--- src/rtl/hazard_pipe_regs_pkg.sv ---
// Shared constants and types for the fetch/decode/execute pipeline registers.
// Imported by the hazard_pipe_regs slice and its bench.
package pipe_pkg;

   localparam int CTRL_BITS = 12;

   localparam logic [31:0] NOP_INSTR = 32'h0000_0013;

   localparam int CTRL_REGWRITE = 0;
   localparam int CTRL_MEMWRITE = 1;
   localparam int CTRL_BRANCH   = 2;
   localparam int CTRL_JUMP     = 3;

   typedef logic [CTRL_BITS-1:0] ctrl_t;

endpackage

--- src/rtl/hazard_pipe_regs_if.sv ---
// Stall/flush bundle driven by the hazard unit.
// Consumed by the pipeline registers.
interface hazard_pipe_regs_if;

   logic StallF;
   logic StallD;
   logic FlushD;
   logic FlushE;

   modport master (
      output StallF, StallD, FlushD, FlushE
   );

   modport slave (
      input StallF, StallD, FlushD, FlushE
   );

endinterface

--- src/rtl/pipe_stage_reg.sv ---
// Generic pipeline register with clear-over-enable.
// Reset and clear both load CLR_VAL.
module pipe_stage_reg #(
   parameter int               WIDTH   = 8,
   parameter logic [WIDTH-1:0] CLR_VAL = '0
) (
   input  logic             clk,
   input  logic             rst_n,
   input  logic             en,
   input  logic             clr,
   input  logic [WIDTH-1:0] d,
   output logic [WIDTH-1:0] q
);

   always_ff @(posedge clk or negedge rst_n) begin
      if (!rst_n) begin
         q <= CLR_VAL;
      end else if (clr) begin
         q <= CLR_VAL;
      end else if (en) begin
         q <= d;
      end
   end

endmodule

--- src/rtl/hazard_pipe_regs.sv ---
// PC, IF/ID and ID/EX registers under hazard-unit stall/flush control,
// plus saturating hazard event counters.
module hazard_pipe_regs
   import pipe_pkg::*;
#(
   parameter int               DATA_W   = 32,
   parameter int               CTRL_W   = 12,
   parameter int               REG_AW   = 5,
   parameter logic [DATA_W-1:0] RESET_PC = '0,
   parameter int               CNT_W    = 32
) (
   input  logic              clk,
   input  logic              rst_n,
   hazard_pipe_regs_if.slave hz,
   input  logic [DATA_W-1:0] PCNextF,
   input  logic [31:0]       InstrF,
   input  logic [DATA_W-1:0] PCPlus4F,
   input  logic [CTRL_W-1:0] CtrlD,
   input  logic [DATA_W-1:0] RD1D,
   input  logic [DATA_W-1:0] RD2D,
   input  logic [DATA_W-1:0] ImmExtD,
   input  logic [REG_AW-1:0] Rs1D,
   input  logic [REG_AW-1:0] Rs2D,
   input  logic [REG_AW-1:0] RdD,
   input  logic              cnt_clr,
   output logic [DATA_W-1:0] PCF,
   output logic [31:0]       InstrD,
   output logic [DATA_W-1:0] PCD,
   output logic [DATA_W-1:0] PCPlus4D,
   output logic              ValidD,
   output logic [CTRL_W-1:0] CtrlE,
   output logic [DATA_W-1:0] RD1E,
   output logic [DATA_W-1:0] RD2E,
   output logic [DATA_W-1:0] ImmExtE,
   output logic [DATA_W-1:0] PCE,
   output logic [DATA_W-1:0] PCPlus4E,
   output logic [REG_AW-1:0] Rs1E,
   output logic [REG_AW-1:0] Rs2E,
   output logic [REG_AW-1:0] RdE,
   output logic              ValidE,
   output logic [CNT_W-1:0]  stall_cnt,
   output logic [CNT_W-1:0]  flush_cnt,
   output logic [CNT_W-1:0]  bubble_cnt
);

   localparam int FD_W = 1 + 32 + 2 * DATA_W;
   localparam int DE_W = 1 + CTRL_W + 5 * DATA_W + 3 * REG_AW;

   // A flushed IF/ID slot must decode as a harmless addi x0,x0,0
   localparam logic [FD_W-1:0] FD_CLR =
      {1'b0, NOP_INSTR, {(2 * DATA_W){1'b0}}};

   localparam logic [CNT_W-1:0] CNT_MAX = '1;

   logic [FD_W-1:0] fdD;
   logic [FD_W-1:0] fdQ;
   logic [DE_W-1:0] deD;
   logic [DE_W-1:0] deQ;
   logic            stallEv;

   always_ff @(posedge clk or negedge rst_n) begin
      if (!rst_n) begin
         PCF <= RESET_PC;
      end else if (!hz.StallF) begin
         PCF <= PCNextF;
      end
   end

   assign fdD = {1'b1, InstrF, PCF, PCPlus4F};

   pipe_stage_reg #(
      .WIDTH   (FD_W),
      .CLR_VAL (FD_CLR)
   ) uFd (
      .clk   (clk),
      .rst_n (rst_n),
      .en    (!hz.StallD),
      .clr   (hz.FlushD),
      .d     (fdD),
      .q     (fdQ)
   );

   assign {ValidD, InstrD, PCD, PCPlus4D} = fdQ;

   assign deD = {ValidD, CtrlD, RD1D, RD2D, ImmExtD,
                 PCD, PCPlus4D, Rs1D, Rs2D, RdD};

   // An all-zero bubble has RegWrite=0 and rd=x0, so it never forwards
   pipe_stage_reg #(
      .WIDTH   (DE_W),
      .CLR_VAL ('0)
   ) uDe (
      .clk   (clk),
      .rst_n (rst_n),
      .en    (1'b1),
      .clr   (hz.FlushE),
      .d     (deD),
      .q     (deQ)
   );

   assign {ValidE, CtrlE, RD1E, RD2E, ImmExtE,
           PCE, PCPlus4E, Rs1E, Rs2E, RdE} = deQ;

   assign stallEv = hz.StallD && !hz.FlushD;

   always_ff @(posedge clk or negedge rst_n) begin
      if (!rst_n) begin
         stall_cnt <= '0;
      end else if (cnt_clr) begin
         stall_cnt <= '0;
      end else if (stallEv && stall_cnt != CNT_MAX) begin
         stall_cnt <= stall_cnt + 1'b1;
      end
   end

   always_ff @(posedge clk or negedge rst_n) begin
      if (!rst_n) begin
         flush_cnt <= '0;
      end else if (cnt_clr) begin
         flush_cnt <= '0;
      end else if (hz.FlushD && flush_cnt != CNT_MAX) begin
         flush_cnt <= flush_cnt + 1'b1;
      end
   end

   always_ff @(posedge clk or negedge rst_n) begin
      if (!rst_n) begin
         bubble_cnt <= '0;
      end else if (cnt_clr) begin
         bubble_cnt <= '0;
      end else if (hz.FlushE && bubble_cnt != CNT_MAX) begin
         bubble_cnt <= bubble_cnt + 1'b1;
      end
   end

endmodule

--- src/flat_wrapper.sv ---
// flat-port wrapper written by rule: the top's interface ports become plain ports
module hazard_pipe_regs_flat import pipe_pkg::*;
#(
   parameter int               DATA_W   = 32,
   parameter int               CTRL_W   = 12,
   parameter int               REG_AW   = 5,
   parameter logic [DATA_W-1:0] RESET_PC = '0,
   parameter int               CNT_W    = 32
)
  (clk, rst_n, PCNextF, InstrF, PCPlus4F, CtrlD, RD1D, RD2D, ImmExtD, Rs1D, Rs2D, RdD, cnt_clr, PCF, InstrD, PCD, PCPlus4D, ValidD, CtrlE, RD1E, RD2E, ImmExtE, PCE, PCPlus4E, Rs1E, Rs2E, RdE, ValidE, stall_cnt, flush_cnt, bubble_cnt, hz_StallF, hz_StallD, hz_FlushD, hz_FlushE);
  hazard_pipe_regs_if hz_i ();
  input  logic clk;
  input  logic rst_n;
  input  logic [DATA_W-1:0] PCNextF;
  input  logic [31:0] InstrF;
  input  logic [DATA_W-1:0] PCPlus4F;
  input  logic [CTRL_W-1:0] CtrlD;
  input  logic [DATA_W-1:0] RD1D;
  input  logic [DATA_W-1:0] RD2D;
  input  logic [DATA_W-1:0] ImmExtD;
  input  logic [REG_AW-1:0] Rs1D;
  input  logic [REG_AW-1:0] Rs2D;
  input  logic [REG_AW-1:0] RdD;
  input  logic cnt_clr;
  output logic [DATA_W-1:0] PCF;
  output logic [31:0] InstrD;
  output logic [DATA_W-1:0] PCD;
  output logic [DATA_W-1:0] PCPlus4D;
  output logic ValidD;
  output logic [CTRL_W-1:0] CtrlE;
  output logic [DATA_W-1:0] RD1E;
  output logic [DATA_W-1:0] RD2E;
  output logic [DATA_W-1:0] ImmExtE;
  output logic [DATA_W-1:0] PCE;
  output logic [DATA_W-1:0] PCPlus4E;
  output logic [REG_AW-1:0] Rs1E;
  output logic [REG_AW-1:0] Rs2E;
  output logic [REG_AW-1:0] RdE;
  output logic ValidE;
  output logic [CNT_W-1:0] stall_cnt;
  output logic [CNT_W-1:0] flush_cnt;
  output logic [CNT_W-1:0] bubble_cnt;
  input wire logic [$bits(hz_i.StallF)-1:0] hz_StallF;
  input wire logic [$bits(hz_i.StallD)-1:0] hz_StallD;
  input wire logic [$bits(hz_i.FlushD)-1:0] hz_FlushD;
  input wire logic [$bits(hz_i.FlushE)-1:0] hz_FlushE;
  assign hz_i.StallF = hz_StallF;
  assign hz_i.StallD = hz_StallD;
  assign hz_i.FlushD = hz_FlushD;
  assign hz_i.FlushE = hz_FlushE;
  hazard_pipe_regs #(.DATA_W(DATA_W), .CTRL_W(CTRL_W), .REG_AW(REG_AW), .RESET_PC(RESET_PC), .CNT_W(CNT_W)) u_core (.clk(clk), .rst_n(rst_n), .hz(hz_i), .PCNextF(PCNextF), .InstrF(InstrF), .PCPlus4F(PCPlus4F), .CtrlD(CtrlD), .RD1D(RD1D), .RD2D(RD2D), .ImmExtD(ImmExtD), .Rs1D(Rs1D), .Rs2D(Rs2D), .RdD(RdD), .cnt_clr(cnt_clr), .PCF(PCF), .InstrD(InstrD), .PCD(PCD), .PCPlus4D(PCPlus4D), .ValidD(ValidD), .CtrlE(CtrlE), .RD1E(RD1E), .RD2E(RD2E), .ImmExtE(ImmExtE), .PCE(PCE), .PCPlus4E(PCPlus4E), .Rs1E(Rs1E), .Rs2E(Rs2E), .RdE(RdE), .ValidE(ValidE), .stall_cnt(stall_cnt), .flush_cnt(flush_cnt), .bubble_cnt(bubble_cnt));
endmodule
--- config.mk ---
export PLATFORM = sky130hd
export DESIGN_NAME = hazard_pipe_regs_flat
export DESIGN_NICKNAME = d
export VERILOG_FILES = /design/src/rtl/hazard_pipe_regs_pkg.sv /design/src/rtl/hazard_pipe_regs_if.sv /design/src/rtl/pipe_stage_reg.sv /design/src/rtl/hazard_pipe_regs.sv /design/src/flat_wrapper.sv
export SDC_FILE = /design/constraint.sdc
export NUM_CORES = 1
export LEC_CHECK = 0
export CORE_AREA = 2 2 249 251
export CTS_CLUSTER_DIAMETER = 100
export DETAILED_ROUTE_END_ITERATION = 10
export DIE_AREA = 0 0 251 253
export SLEW_MARGIN = 20
export SYNTH_ARGS = -nofsm -noshare
export SYNTH_HDL_FRONTEND = slang
export SYNTH_SLANG_ARGS = --single-unit
--- constraint.sdc ---
create_clock -name clk -period 2.7 [get_ports clk]
set_input_delay 0.405 -clock clk [delete_from_list [all_inputs] [get_ports clk]]
set_output_delay 0.405 -clock clk [all_outputs]
set_load 0.005 [all_outputs]
==> reports/metrics.yaml <==
run_status:
  outcome: "finished, final reports clean"
worst_setup_path:
  crit_buf_inv: 0
  cp-start-kind: "flip-flop"
  endpoint_kind: "flip-flop"
  criticalPathCategory: "flip-flop to flip-flop"
  max_stage_delay_ns: 0.78
  critPathMaxFanout: 10
  cpMaxStageDelayCell: "or4_1"
  crit_chain: "ha_1 > nand4_2 > or4_1 > or4_1 > a21oi_1"
  crit_family: "simple AND/OR/NAND/NOR gates"
  crit_top_cell: "or4_1"
  crit_arrival_ns: 3.00
  cp.required_ns: 3.20
pwr:
  power.switching_w: 0.00346
  ir_drop_mv: 0.451
  p_leak_nw: 10.7
  internal_power_w: 0.0113
  power_frac_seq_pct: 44.9
  clkPwrFrac_pct: 44.0
  p_comb_share_pct: 11.1
  total_power_w: 0.0148
  sw_frac_of_total_pct: 23.4
  powerDensity_nw_per_um2: 580
yosys:
  synth_nets: 1617
  synthArstFlopShare_pct: 100
  post_synth_fa_ha_maj_area_fraction_pct: 0.227
  synth_mux_area_share_pct: 8.97
  synth_top_cell_area_share_pct: 61.9
  synth_cells: 1388
  synthesis.area_sq_um: 16600
  yosys-top-cells-area: "dfrtp_1 (62%), nor2b_1 (7.5%), mux2i_1 (6.0%), nor2_1 (3.2%), mux2_2 (3.0%)"
  synth_compound_gate_area_share_pct: 5.38
  synth-edff-count: 0
  ys_ff_latch: 413
  synth_top_family_by_area: "simple AND/OR/NAND/NOR gates"
  avgSynthCellArea_sq_um: 11.9
  yosysTopAreaCell: "dfrtp_1"
  yosys_warnings: 0
  yosys_most_used_dff: "dfrtp_1"
  synth_simple_gate_area_share_pct: 20.1
  synthXorXnorAreaFrac_pct: 0.635
  synth.distinct_cells: 54
  synth_sequential_area_ratio_pct: 62.4
floorplanning:
  die_w_microns: 251
  coreArea_sq_um: 61000
  start_util_pct: 27.1
  die_area_sq_um: 63500
  num_rows: 91
  die_h_microns: 253
  pin_count: 639
detailed_routing:
  viasPerCell: 4.60
  drt_wl_total_microns: 55500
  drt-pass1-iter-count: 5
  via_count: 13122
  route.detailed.drc: 0
  drt_iter0_markers: 703
  wire_per_inst_microns: 19.5
  postRouteAntennaNets: 0
timing:
  drv_slew: 0
  finalWorstSetupSlack_ns: 0.204
  relSlewSlack_pct: 22.0
  hold_viol: 0
  fin_skew_ns: 0.0165
  rsz0062_at_grt: "false"
  worst_pin_slew_ns: 1.17
  period_share_pct: 92.4
  fin_crit_ns: 2.50
  fmax_mhz: 401
  finalSetupTns_ns: 0
  setup_viol: 0
global_route:
  antenna_found_initial: 4
  grt_use_total_pct: 17.1
  grt_max_degree: 158
  grt_pass1_wl_microns: 83900
  grt_pass1_vias: 13675
  gr-total-overflow: 0
cts:
  cts_tree: "yes"
  clock_tree.htree_level_count: 2
  clock_path_buffers: 3
  clk_latency_ns: 0.58
  cts_sinks: 413
  cts-root-buf: "clkbuf_16"
  clk_pin_slew_worst_paths_ns: 0.06
  postCtsSetupBuffers: 0
  numCtsBuffers: 49
cells_and_area:
  final_layout_size_suffix_gt1_share_pct: 8.54
  design_area_sq_um: 25500
  num-nets-final: 2255
  synthToLayoutAreaGrowth_pct: 53.8
  final_cell_mix: "clkdlybuf4s50_1 (633), dfrtp_1 (410), nor2b_1 (199)"
  layout_commonest_cell: "clkdlybuf4s50_1"
placed_design:
  placed_area_sq_um: 23900
  dpl_worst_slack_ns: 0.195
  place_congestion: 0.832
  port_buffers: 638
  dp_hpwl_microns: 40400
worst_hold_path:
  min_path_type: "input pin to flip-flop"
job:
  maxCapViolCount: 0
## cell usage after synthesis (2+ instances only)
| cell | number |
|---|---|
| dfrtp_1 | 410 |
| nor2b_1 | 199 |
| nor2_1 | 139 |
| mux2i_1 | 99 |
| a21oi_1 | 67 |
| clkbuf_1 | 54 |
| nand2_1 | 50 |
| mux2_2 | 44 |
| or4_1 | 33 |
| o31ai_1 | 32 |
| nand3_1 | 31 |
| nand4_1 | 28 |
| o21ai_0 | 27 |
| or3_1 | 26 |
| nor4_1 | 15 |
| nor3_1 | 12 |
| inv_1 | 11 |
| buf_2 | 9 |
| xnor2_1 | 9 |
| and3_1 | 8 |
| and4_1 | 8 |
| a31o_2 | 7 |
| buf_1 | 7 |
| nand2b_1 | 7 |
| and2_1 | 5 |
| buf_4 | 4 |
| nor4_4 | 4 |
| dfstp_2 | 3 |
| ha_1 | 3 |
| nand3b_1 | 3 |
| nand4_4 | 3 |
| xor2_1 | 3 |
| a31oi_1 | 2 |
| buf_6 | 2 |
| o21ba_2 | 2 |
| o31a_1 | 2 |
| or3_2 | 2 |
| or4_2 | 2 |
## layout make-up
| cell class | count | area (sq um) |
|---|---|---|
| fillers | 5800 | 35500 |
| flip-flops and latches | 413 | 10300 |
| repair buffers | 664 | 6670 |
| multi-input cells | 886 | 5850 |
| clock buffers | 74 | 1430 |
| well taps | 790 | 988 |
| clock inverters | 13 | 153 |
| inverters | 12 | 45.0 |
| diodes | 1 | 2.50 |
## per-stage QoR
stage | hold slack (ns) | std cells | utilization [%]
2_1_floorplan | 0.109 | 1388 | -
3_3_place_gp | 0.431 | 2764 | 39.1
3_5_place_dp | 0.438 | 2764 | 39.1
4_1_cts | 0.0323 | 2852 | 41.7
5_1_grt | 0.0471 | 2853 | 41.8
6_report | 0.0734 | 2853 | 41.8
## state kept, by name (all words and copies together), names as in the netlist
| register | cells |
|---|---|
| u_core.flush_cnt | 32 |
| u_core.PCF | 32 |
| u_core.uFd.q | 97 |
| u_core.bubble_cnt | 32 |
| u_core.uDe.q | 188 |
| u_core.stall_cnt | 32 |
## path summary, 6_finish.rpt
kind,from,endpoint,slack (ns),cells past startpoint
min in group asynchronous,rst_n,u_core.uFd.q[14],0.39,2
min,hz_FlushD,u_core.uFd.q[96],0.07,2
min reg2reg,u_core.uFd.q[21],u_core.uDe.q[36],0.51,1
max,u_core.bubble_cnt[0],u_core.bubble_cnt[18],0.20,5
max reg2reg,u_core.bubble_cnt[0],u_core.bubble_cnt[18],0.20,5
max in group asynchronous,rst_n,u_core.uDe.q[95],1.50,3
## power by group through the flow
stage               Clock [W]  Sequential [W]  Combinational (W)
floorplan                   0         0.00674           0.000421
global placement            0         0.00673            0.00165
detailed placement          0         0.00674            0.00167
CTS                   0.00671         0.00663            0.00168
global route          0.00697         0.00666            0.00177
finish                0.00651         0.00663            0.00164
## per-layer routing
layer	GRT usage (%)	routed length (microns)
met4	6.87	2110
met2	29.0	27300
met3	6.64	5130
met5	0	41
met1	19.4	20900
## cell families after synthesis
family,count (synthesis)
AOI/OAI and AO/OA,146
xor gates and xnor gates,12
adders and majority gates,3
buffers and inverters,89
DFF,413
muxes,143
and+or+nand+nor,582
## what timing repair did
item / in CTS / in global routing
gates resized for setup: 0 / 1
endpoints found under the setup margin: 0 / 5
endpoints found under the hold margin: 54 / 0
hold buffers: 1 / 0
Note: power is estimated with default switching activity, not from simulation.
